$ cat src/rtl/pkt_rx_assembler_if.sv
`default_nettype none
// ----------------------------------------------------------------------------
// pkt_rx_assembler_if : beat-stream input, output queue and status counters
// Revision 1.0
// ----------------------------------------------------------------------------
interface pkt_rx_assembler_if #(
  parameter int PKT_WIDTH  = 8,
  parameter int PKT_LENGTH = 4,
  parameter int DATA_WIDTH = PKT_WIDTH * PKT_LENGTH,
  parameter int CNT_WIDTH  = 16
);
  logic [1:0]            link_state;
  logic [PKT_WIDTH-1:0]  pkt;
  logic                  pkt_sop;
  logic                  pkt_eop;
  logic                  out_valid;
  logic                  out_ready;
  logic [DATA_WIDTH-1:0] out_data;
  logic [CNT_WIDTH-1:0]  good_cnt;
  logic [CNT_WIDTH-1:0]  err_cnt;
  logic [CNT_WIDTH-1:0]  drop_cnt;

  // master: link controller / consumer side, slave: the assembler
  modport master (
    output link_state, pkt, pkt_sop, pkt_eop, out_ready,
    input  out_valid, out_data, good_cnt, err_cnt, drop_cnt
  );
  modport slave (
    input  link_state, pkt, pkt_sop, pkt_eop, out_ready,
    output out_valid, out_data, good_cnt, err_cnt, drop_cnt
  );
endinterface
`default_nettype wire

$ cat src/rtl/pkt_rx_assembler.sv
`default_nettype none
// ----------------------------------------------------------------------------
// pkt_rx_assembler : frames byte beats into words, 2-entry output queue
// Revision 1.0
// ----------------------------------------------------------------------------
module pkt_rx_assembler #(
  parameter int PKT_WIDTH  = 8,
  parameter int PKT_LENGTH = 4,
  parameter int DATA_WIDTH = PKT_WIDTH * PKT_LENGTH,
  parameter int CNT_WIDTH  = 16
) (
  input  wire logic         clk,
  input  wire logic         rst,
  pkt_rx_assembler_if.slave bus
);
  localparam int CW = $clog2(PKT_LENGTH + 1) + 1;

  typedef enum logic [1:0] {
    ST_IDLE    = 2'd0,
    ST_RECV    = 2'd1,
    ST_DISCARD = 2'd2
  } state_t;

  state_t                state_q, state_d;
  logic [CW-1:0]         cnt_q, cnt_d;
  logic [DATA_WIDTH-1:0] buf_q, buf_d;
  logic [DATA_WIDTH-1:0] q0_q, q0_d, q1_q, q1_d;
  logic [1:0]            qcnt_q, qcnt_d;
  logic                  valid_q, valid_d;
  logic [CNT_WIDTH-1:0]  good_q, good_d, err_q, err_d, drop_q, drop_d;

  logic link_up, start, err_evt, push, pop, push_ok, drop_evt;

  function automatic logic [CNT_WIDTH-1:0] sat_inc(input logic [CNT_WIDTH-1:0] v,
                                                   input logic inc);
    return (inc && (v != '1)) ? v + 1'b1 : v;
  endfunction

  assign link_up = (bus.link_state == 2'b11);

  always_comb begin
    state_d = state_q;
    cnt_d   = cnt_q;
    buf_d   = buf_q;
    start   = 1'b0;
    err_evt = 1'b0;
    push    = 1'b0;
    unique case (state_q)
      ST_IDLE: begin
        if (bus.pkt_sop && bus.pkt_eop) err_evt = 1'b1;
        else if (bus.pkt_sop && link_up) start = 1'b1;
      end
      ST_RECV: begin
        if (!link_up) begin
          err_evt = 1'b1;
          state_d = ST_IDLE;
        end else if (bus.pkt_sop) begin
          // abort current frame; this sop begins the next one
          err_evt = 1'b1;
          if (bus.pkt_eop) state_d = ST_IDLE;
          else             start   = 1'b1;
        end else if (bus.pkt_eop) begin
          if (cnt_q == CW'(PKT_LENGTH)) push    = 1'b1;
          else                          err_evt = 1'b1;
          state_d = ST_IDLE;
        end else begin
          for (int k = 0; k < PKT_LENGTH; k++) begin
            if (cnt_q == CW'(k)) buf_d[k*PKT_WIDTH +: PKT_WIDTH] = bus.pkt;
          end
          cnt_d = cnt_q + 1'b1;
          if (cnt_q == CW'(PKT_LENGTH)) begin
            err_evt = 1'b1;
            state_d = ST_DISCARD;
          end
        end
      end
      ST_DISCARD: begin
        if (!link_up) state_d = ST_IDLE;
        else if (bus.pkt_sop && bus.pkt_eop) begin
          err_evt = 1'b1;
          state_d = ST_IDLE;
        end else if (bus.pkt_sop) start   = 1'b1;
        else if (bus.pkt_eop)     state_d = ST_IDLE;
      end
      default: state_d = ST_IDLE;
    endcase
    if (start) begin
      buf_d                = '0;
      buf_d[PKT_WIDTH-1:0] = bus.pkt;
      cnt_d                = CW'(1);
      state_d              = ST_RECV;
    end
  end

  // Queue: entry 0 is the head and drives out_data directly
  always_comb begin
    pop      = valid_q && bus.out_ready;
    push_ok  = push && ((qcnt_q != 2'd2) || pop);
    drop_evt = push && !push_ok;
    q0_d     = q0_q;
    q1_d     = q1_q;
    qcnt_d   = qcnt_q;
    unique case ({push_ok, pop})
      2'b01: begin
        q0_d   = q1_q;
        qcnt_d = qcnt_q - 2'd1;
      end
      2'b10: begin
        if (qcnt_q == 2'd0) q0_d = buf_q;
        else                q1_d = buf_q;
        qcnt_d = qcnt_q + 2'd1;
      end
      2'b11: begin
        if (qcnt_q == 2'd1) q0_d = buf_q;
        else begin
          q0_d = q1_q;
          q1_d = buf_q;
        end
      end
      default: ;
    endcase
    valid_d = (qcnt_d != 2'd0);
    good_d  = sat_inc(good_q, push_ok);
    err_d   = sat_inc(err_q, err_evt);
    drop_d  = sat_inc(drop_q, drop_evt);
  end

  always_ff @(posedge clk or posedge rst) begin
    if (rst) begin
      state_q <= ST_IDLE;
      cnt_q   <= '0;
      buf_q   <= '0;
      q0_q    <= '0;
      q1_q    <= '0;
      qcnt_q  <= 2'd0;
      valid_q <= 1'b0;
      good_q  <= '0;
      err_q   <= '0;
      drop_q  <= '0;
    end else begin
      state_q <= state_d;
      cnt_q   <= cnt_d;
      buf_q   <= buf_d;
      q0_q    <= q0_d;
      q1_q    <= q1_d;
      qcnt_q  <= qcnt_d;
      valid_q <= valid_d;
      good_q  <= good_d;
      err_q   <= err_d;
      drop_q  <= drop_d;
    end
  end

  assign bus.out_valid = valid_q;
  assign bus.out_data  = q0_q;
  assign bus.good_cnt  = good_q;
  assign bus.err_cnt   = err_q;
  assign bus.drop_cnt  = drop_q;
endmodule
`default_nettype wire

$ cat src/flat_wrapper.sv
// flat-port wrapper written by rule: the top's interface ports become plain ports
module pkt_rx_assembler_flat 
#(
  parameter int PKT_WIDTH  = 8,
  parameter int PKT_LENGTH = 4,
  parameter int DATA_WIDTH = PKT_WIDTH * PKT_LENGTH,
  parameter int CNT_WIDTH  = 16
)
  (clk, rst, bus_link_state, bus_pkt, bus_pkt_sop, bus_pkt_eop, bus_out_ready, bus_out_valid, bus_out_data, bus_good_cnt, bus_err_cnt, bus_drop_cnt);
  pkt_rx_assembler_if #(.PKT_WIDTH(PKT_WIDTH), .PKT_LENGTH(PKT_LENGTH), .DATA_WIDTH(DATA_WIDTH), .CNT_WIDTH(CNT_WIDTH)) bus_i ();
  input  wire logic clk;
  input  wire logic rst;
  input wire logic [$bits(bus_i.link_state)-1:0] bus_link_state;
  input wire logic [$bits(bus_i.pkt)-1:0] bus_pkt;
  input wire logic [$bits(bus_i.pkt_sop)-1:0] bus_pkt_sop;
  input wire logic [$bits(bus_i.pkt_eop)-1:0] bus_pkt_eop;
  input wire logic [$bits(bus_i.out_ready)-1:0] bus_out_ready;
  output wire logic [$bits(bus_i.out_valid)-1:0] bus_out_valid;
  output wire logic [$bits(bus_i.out_data)-1:0] bus_out_data;
  output wire logic [$bits(bus_i.good_cnt)-1:0] bus_good_cnt;
  output wire logic [$bits(bus_i.err_cnt)-1:0] bus_err_cnt;
  output wire logic [$bits(bus_i.drop_cnt)-1:0] bus_drop_cnt;
  assign bus_i.link_state = bus_link_state;
  assign bus_i.pkt = bus_pkt;
  assign bus_i.pkt_sop = bus_pkt_sop;
  assign bus_i.pkt_eop = bus_pkt_eop;
  assign bus_i.out_ready = bus_out_ready;
  assign bus_out_valid = bus_i.out_valid;
  assign bus_out_data = bus_i.out_data;
  assign bus_good_cnt = bus_i.good_cnt;
  assign bus_err_cnt = bus_i.err_cnt;
  assign bus_drop_cnt = bus_i.drop_cnt;
  pkt_rx_assembler #(.PKT_WIDTH(PKT_WIDTH), .PKT_LENGTH(PKT_LENGTH), .DATA_WIDTH(DATA_WIDTH), .CNT_WIDTH(CNT_WIDTH)) u_core (.clk(clk), .rst(rst), .bus(bus_i));
endmodule
$ cat config.mk
export PLATFORM = sky130hd
export DESIGN_NAME = pkt_rx_assembler_flat
export DESIGN_NICKNAME = d
export VERILOG_FILES = /design/src/rtl/pkt_rx_assembler_if.sv /design/src/rtl/pkt_rx_assembler.sv /design/src/flat_wrapper.sv
export SDC_FILE = /design/constraint.sdc
export NUM_CORES = 1
export LEC_CHECK = 0
export CORE_ASPECT_RATIO = 1.75
export CORE_MARGIN = 2
export CORE_UTILIZATION = 32
export DETAILED_ROUTE_END_ITERATION = 10
export SLEW_MARGIN = 20
export SYNTH_ARGS = -nofsm -noshare
export SYNTH_HDL_FRONTEND = slang
export SYNTH_SLANG_ARGS = --single-unit
$ cat constraint.sdc
create_clock -name clk -period 7 [get_ports clk]
set_input_delay 1.4 -clock clk [delete_from_list [all_inputs] [get_ports clk]]
set_output_delay 1.4 -clock clk [all_outputs]
set_load 0.02 [all_outputs]
# == Word level (Yosys, flattened, before mapping) ==
# Cells that the tools add are included.
# totals
out_inout_bits,81
ff_bits,153
# op_classes
muxes,52
n_reduce_logical,30
n_eq_ne,23
add_sub_neg,6
# ops
cell,count
$mux W32,9
$pmux W32 S3,1
$pmux W32 S2,1
$add A16 B1 Y16 const B,3
$ne A16 B16 Y1 const B,3
$mux W8,4
$mux W4,5
$reduce_and A5 Y1,4
$mux W1,19
$mux W2,9
$reduce_bool A2 Y1,8
$eq A2 B2 Y1 const B,4
$eq A4 B2 Y1 const B,2
$logic_and A1 B1 Y1,8
$ne A2 B1 Y1 const B,4
$eq A2 B1 Y1 const B,3
$ne A2 B2 Y1 const B,3
$ne A6 B6 Y1 const B,1
$pmux W1 S3,2
$pmux W2 S3,1
$reduce_and A3 Y1,2
$ne A5 B5 Y1 const B,1
$add A4 B1 Y4 const B,1
$eq A4 B1 Y1 const B,1
11 further kinds,12

# == Depth between registers and ports, before layout ==
# Gate-level depths: netlist of run 1.
# logic_depth
depth_word,10
ltp_mapped,11

# == Least setup slack after synthesis of run 1 ==
# OpenSTA, ideal clock, no wires.
# synth_path
path_kind,in2reg
from,input bus_pkt_sop
to,register u_core.drop_q[14] (netlist: u_core.bus.drop_cnt[14])
required_ps,6873
n_path_buf,1
arrival_ps,2788
setup_slack_ps,4085
setup_time_ps,127
stages,6
path_cell_list,buf_6 and4b_4 and4_4 nor3b_2 and3_1 mux2_1
# synth_between
elab_chain_len,7
# synth_rtl
element,line_no,rtl
start: declaration,flat_wrapper.sv:15,input wire logic [$bits(bus_i.pkt_sop)-1:0] bus_pkt_sop;
$mux W1 (*),pkt_rx_assembler.sv:57,end else if (bus.pkt_sop) begin
$mux W1 (*),pkt_rx_assembler.sv:54,if (!link_up) begin
$mux W1 (*),pkt_rx_assembler.sv:48,unique case (state_q)
$logic_and A1 B1 Y1,pkt_rx_assembler.sv:98,push_ok = push && ((qcnt_q != 2'd2) || pop);
$logic_not A1 Y1,pkt_rx_assembler.sv:99,drop_evt = push && !push_ok;
$logic_and A1 B1 Y1 (*),pkt_rx_assembler.sv:99,
$logic_and A1 B1 Y1 (*),pkt_rx_assembler.sv:36,return (inc && (v != '1)) ? v + 1'b1 : v;
end signal: assignment,pkt_rx_assembler.sv:150,drop_q <= drop_d;
end: declaration,pkt_rx_assembler.sv:30,"logic [CNT_WIDTH-1:0] good_q, good_d, err_q, err_d, drop_q, drop_d;"
# Mark *: on every way between the ends. The rest lies on a longest branch, timed or not.
# A chain may end at the register's enable or synchronous reset.

# == Worst setup path after layout of run 1 ==
# layout_path
from,input bus_pkt_sop
to,register u_core.q0_q[8] (netlist: u_core.bus.out_data[8])
# layout_between
elab_chain_len,7
elab_cells_between_ends,11
cone_classes,4 x eq/ne; 4 x mux; 3 x reduce/logical
# layout_rtl
element,line_no,rtl
$mux W1 (*),pkt_rx_assembler.sv:57,
$mux W1 (*),pkt_rx_assembler.sv:54,
$mux W1 (*),pkt_rx_assembler.sv:48,
$logic_and A1 B1 Y1 (*),pkt_rx_assembler.sv:98,
$eq A2 B2 Y1 or $eq A2 B1 Y1 (tied branches),pkt_rx_assembler.sv:103,"unique case ({push_ok, pop})"
$ne A2 B1 Y1 (no line) or $reduce_bool A3 Y1 (tied branches),n/a,
$reduce_and A2 Y1 (no line),n/a,
end signal: assignment,pkt_rx_assembler.sv:144,q0_q <= q0_d;
end: declaration,pkt_rx_assembler.sv:27,"logic [DATA_WIDTH-1:0] q0_q, q0_d, q1_q, q1_d;"
# Marked as above.

==> results.cfg, run 1 <==
[sta]
finalHoldViolCount = 0
setup_ws_ns = 3.623
rsz0062_at_grt = no
worst_slew_pin_slew_ns = 0.9008
fin_skew_ns = 0.007206
fin_crit_ns = 3.377
min_period_over_period_pct = 48.25
tns_ns = 0
slew_violations = 0
setup_viol = 0
whs_ns = 0.4727
clock.fmax_ghz = 0.2961
relSlewSlack_pct = 39.62

[floorplanning]
coreArea_sq_um = 21410
dieArea_sq_um = 23000
die_w_um = 115.5
placementRows = 71
initial_core_util_pct = 32.52
die_h_um = 199.1
io_pins = 96

[place]
dp_hpwl_mm = 10.56
io_buffers = 95
gp_routability_congestion = 0.7753
place_ws_ns = 3.162
place_inst = 962

[layout]
area_growth_pct = 25.97
drive_gt1_share_pct = 13.53
layout_common_cells = dfrtp_1, clkdlybuf4s50_1, nand2_1
fin_cells = 994
layout_commonest_cell = dfrtp_1
n_fill_cell = 2060
nets = 719
diodes = 0

[detailed_routing]
vias_per_cell = 4.807
drc = 0
ant_nets = 0
vias = 4778
wl_per_cell_um = 15.18
met2WireLength_mm = 8.056
top_layer = met4
finalWirelength_mm = 15.08
wl_met3_um = 538
dr.pass1.iters = 4
drt-met1-wl_mm = 6.154
drt_iter0_markers = 217

[worst_setup_path]
r2r-start = u_core.state_q[0]
worst_r2r_endpoint = u_core.buf_q[12]
r2r_slack_ns = 4.30
worstSetupPathType = primary input to register
path_max_fanout = 32
cp.arrival_ns = 3.66
end_kind = register
r2r_cells = 6
required_ns = 7.28
cp-start-kind = primary input

[global_route]
grt_pass1_vias = 4786
grt_pass1_wl_mm = 24.94
gr-total-overflow = 0
grt.total_usage_pct = 13.99
grt_max_degree = 65
antenna_found_initial = 0

[yosys]
ys_ff_latch = 153
syn_nets = 618
synth_seq_area_share_pct = 55.00
synth_cells = 588
synth_edf_count = 0
synth-main-ff-cell = dfrtp_1
syn_area_sq_um = 6962
syn-mean-instance-area_sq_um = 11.84
synth_cell_types = 61
ys.warnings.count = 0
async_flop_share_pct = 100.0

[cts]
h-tree-depth = 4
cts_root_buffer = clkbuf_16
clk_latency_ns = 0.42
cts_tree = built
ctsLongestPathBuffers = 2
cts_setup_buffers = 0
cts.sinks = 153
cts_hold_buf = 0
cts_buffers = 17
path_clk_slew_ns = 0.06
post_cts_resized = 0

[job]
maxCapViolCount = 0

[worst_hold_path]
min_path_cells = 2
hold_class = register to register
hp-start = u_core.bus.out_data[2]
hold-path-endpoint = u_core.bus.out_data[2]

[run_status]
status = completed

[pwr]
power_per_cell_area_nw_per_um2 = 268.2
peakVddDrop_uv = 125.3
p_leak_uw = 0.004076
cell families (layout without fill, tap and decap cells):
logic type      count (synthesis)  count (layout)  synth area share (%)
xor+xnor                       43              43                 5.410
mux                            76              76                 11.72
flops                         153             153                 55.00
buf+inv                        33             147                 2.714
fa+ha+maj                      15              15                 2.696
simple gates                  177             177                 13.25
compound gates                 91              91                 9.220
power breakdown:
part / internal (uW) / switching [uW] / leakage [uW] / total [uW]
clock: 527 / 370 / 0.000275 / 898
sequential: 978 / 102 / 0.00208 / 1080
combinational: 162 / 212 / 0.00172 / 375
total: 1670 / 684 / 0.00408 / 2350
worst max-delay path by stage:
stage	start	end	slack, ns	cells after the start
finish	bus_pkt_sop	u_core.bus.out_data[8]	3.62	7
floorplan	rst	u_core.buf_q[0]	1.48	1
CTS	bus_pkt_sop	u_core.bus.out_data[8]	3.62	7
detailed placement	bus_pkt_sop	u_core.bus.out_data[8]	3.16	7
global route	bus_pkt_sop	u_core.buf_q[23]	3.47	6
global placement	bus_pkt_sop	u_core.bus.out_data[8]	3.22	7
sequential cells by signal, summed over array words and instances (netlist names):
name                  count
u_core.bus.out_valid      1
u_core.bus.out_data      32
u_core.qcnt_q             2
u_core.cnt_q              4
u_core.bus.err_cnt       16
u_core.bus.drop_cnt      16
u_core.state_q            2
u_core.q1_q              32
u_core.bus.good_cnt      16
u_core.buf_q             32
critical path, stage by stage:
cell and delay (ns):
clkdlybuf4s50_1 0.68, and4b_4 0.28, and2_1 0.27, o21ai_4 0.09
buf_4 0.50, mux2i_1 0.30, o21ai_0 0.10
per-stage QoR:
stage,cell area (sq um),power [uW],utilization (%)
detailed placement,8195,1475,38.28
finish,8770,2352,40.96
floorplan,6962,1338,-
global placement,8195,1464,38.28
global route,8770,2485,40.96
CTS,8770,2387,40.96
synth_stat cells (all sizes together) (2+ instances only):
cell	instances	area share [%]
a31oi	3	0.58
o21ai	45	3.3
a21oi	10	0.77
mux2i	32	4.6
nand3	27	1.9
and4	4	0.54
clkbuf	4	0.23
nor4	5	0.66
buf	14	1.7
nand2	75	4.0
nor2	10	0.54
nor2b	2	0.18
xor2	9	1.1
inv	15	0.81
and3	11	0.99
nand3b	2	0.22
a22o	16	2.0
o21a	2	0.22
o31ai	2	0.29
xnor2	34	4.3
dfrtp	153	55
and2	4	0.36
nor3	10	0.79
ha	15	2.7
mux2	44	7.1
nand4	19	1.9
final cells by class:
type	instances	area, sq um	share of cell area (%)
Clock buffer	19	432.9	4.937
Tap cell	292	365.4	4.166
Timing Repair Buffer	100	988.4	11.27
Clock inverter	13	141.4	1.612
Sequential cell	153	3829	43.66
Inverter	15	61.31	0.6991
Multi-Input combinational cell	402	2952	33.66
metal layers:
| metal | vias to the layer above | global-route usage (%) |
|---|---|---|
| li1 | 2304 | - |
| met1 | 2362 | 15.78 |
| met2 | 89 | 24.97 |
| met3 | 23 | 3.245 |
| met4 | 0 | 5.801 |
| met5 | - | 0 |
Power figures use the tool's default switching activity.
==> inputs of run 2 (changes only) <==
==> constraint.sdc (replaced) <==
create_clock -name clk -period 3.2 [get_ports clk]
set_input_delay 0.64 -clock clk [delete_from_list [all_inputs] [get_ports clk]]
set_output_delay 0.64 -clock clk [all_outputs]
set_load 0.02 [all_outputs]
==> run 2 against run 1 <==
- count of clock-buffer cells in the layout up 2
- power up 120%
- routed wire length decreased by 1.3%
- final cell count is 0.40% higher
- via count is 1.2% lower
- combinational power up 120%
- sequential power rose by 120%
- utilization up 0.41 points
- largest power group unchanged
- highest routed layer unchanged
==> results.cfg, run 2 (synthesized netlist as in run 1, its figures left out) <==
[worst_hold_path]
hold_class = register to register

[detailed_routing]
drt_iter0_markers = 167
finalWirelength_mm = 14.89
vias_per_cell = 4.730
wl_per_cell_um = 14.92
vias = 4721
dr.pass1.iters = 4
drc = 0
ant_nets = 0

[floorplanning]
die_h_um = 199.1
dieArea_sq_um = 23000
die_w_um = 115.5
placementRows = 71
initial_core_util_pct = 32.52
coreArea_sq_um = 21410
io_pins = 96

[worst_setup_path]
r2r_slack_ns = 0.56
r2r_cells = 9
worst_r2r_endpoint = u_core.bus.err_cnt[1]
cp-start-kind = register
r2r-start = u_core.cnt_q[0]
required_ns = 3.50
worstSetupStartpoint = u_core.cnt_q[0]
path_max_fanout = 15
critPathCapture = u_core.bus.err_cnt[1]
worstSetupPathType = register to register
cp.arrival_ns = 2.95
end_kind = register

[sta]
fin_crit_ns = 2.642
finalHoldViolCount = 0
setup_viol = 0
rsz0062_at_grt = no
clock.fmax_ghz = 0.3786
min_period_over_period_pct = 82.55
slew_violations = 0
worst_slew_pin_slew_ns = 0.9172
tns_ns = 0
relSlewSlack_pct = 38.52
fin_skew_ns = 0.007046

[cts]
cts_hold_buf = 0
cts_tree = built
cts.sinks = 153
ctsLongestPathBuffers = 2
cts_root_buffer = clkbuf_16
path_clk_slew_ns = 0.06
post_cts_resized = 0
clk_latency_ns = 0.42
cts_setup_buffers = 0
cts_buffers = 17
h-tree-depth = 4

[job]
maxCapViolCount = 0

[global_route]
grt.total_usage_pct = 14.08
antenna_found_initial = 0
gr-total-overflow = 0
grt_max_degree = 65
grt_pass1_wl_mm = 24.96
grt_pass1_vias = 4859

[place]
io_buffers = 95
dp_hpwl_mm = 10.72
gp_routability_congestion = 0.8076

[pwr]
peakVddDrop_uv = 224.6
p_leak_uw = 0.004117
p_total_uw = 5187
power_per_cell_area_nw_per_um2 = 585.5

[layout]
drive_gt1_share_pct = 14.16
layout_commonest_cell = dfrtp_1
multi_input_area_sq_um = 2952
layout_common_cells = dfrtp_1, clkdlybuf4s50_1, nand2_1
diodes = 0
n_fill_cell = 2067
register_area_sq_um = 3829
area_growth_pct = 27.25
nets = 724

[run_status]
status = completed
run 2: cell count changes in the layout (fill, tap and decap cells not counted):
cell	delta
inv_6	-4
clkinvlp_4	+1
clkbuf_8	+3
buf_12	+3
clkinv_2	-1
clkinv_4	+1
buf_4	+2
clkbuf_1	-1
run 2: worst min path at each step:
| stage | slack, ns | startpoint | end | cells past startpoint |
|---|---|---|---|---|
| 2_1_floorplan | 0.45 | u_core.buf_q[20] | u_core.buf_q[20] | 2 |
| 3_3_place_gp | 0.46 | u_core.bus.out_data[10] | u_core.bus.out_data[10] | 2 |
| 3_5_place_dp | 0.47 | u_core.bus.out_data[6] | u_core.bus.out_data[6] | 2 |
| 4_1_cts | 0.48 | u_core.bus.out_data[30] | u_core.bus.out_data[30] | 2 |
| 5_1_grt | 0.49 | rst | u_core.bus.out_data[12] | 2 |
| 6_report | 0.47 | u_core.bus.out_data[10] | u_core.bus.out_data[10] | 2 |
run 2: final cells by class:
class / count / share of cell area, %
sequential: 153 / 43.22
inverter: 15 / 0.6780
timing repair buffer: 105 / 12.01
tap: 292 / 4.124
clock buffer: 21 / 5.311
multi-input combinational: 402 / 33.32
clock inverter: 10 / 1.342
run 2: metal layers:
metal | part of all wire, % | GRT usage, % | vias up
li1 | - | - | 2319
met1 | 41 | 15.93 | 2302
met2 | 54 | 25.51 | 87
met3 | 3.5 | 3.640 | 13
met4 | 1.3 | 4.418 | 0
met5 | 0 | 0 | -
run 2: where the power goes:
group          total [uW]  switching [uW]  internal (uW)
registers            2360             218           2140
clock network        2000             792           1210
logic                 830             459            370
run 2: worst max-delay path: stages, from the launching register on:
cell and delay [ns]:
dfrtp_1 0.42, inv_1 0.08, ha_1 0.21, nand2_1 0.09
nor2_1 0.07, ha_1 0.28, nand4bb_1 0.12, a32oi_1 0.09
nor3_2 0.76, mux2_2 0.41
run 2: per-stage QoR:
| stage | setup slack (ns) | hold WS, ns | cell area (sq um) | utilization [%] | cells |
|---|---|---|---|---|---|
| after detailed placement | 0.2727 | 0.4698 | 8269 | 38.62 | 967 |
| final | 0.5584 | 0.4730 | 8859 | 41.38 | 998 |
| after floorplan | 0.6291 | 0.4529 | 6965 | - | 588 |
| after CTS | 0.5266 | 0.4835 | 8859 | 41.38 | 998 |
| after global placement | 0.2751 | 0.4624 | 8269 | 38.62 | 967 |
| after global routing | 0.2788 | 0.4895 | 8859 | 41.38 | 998 |
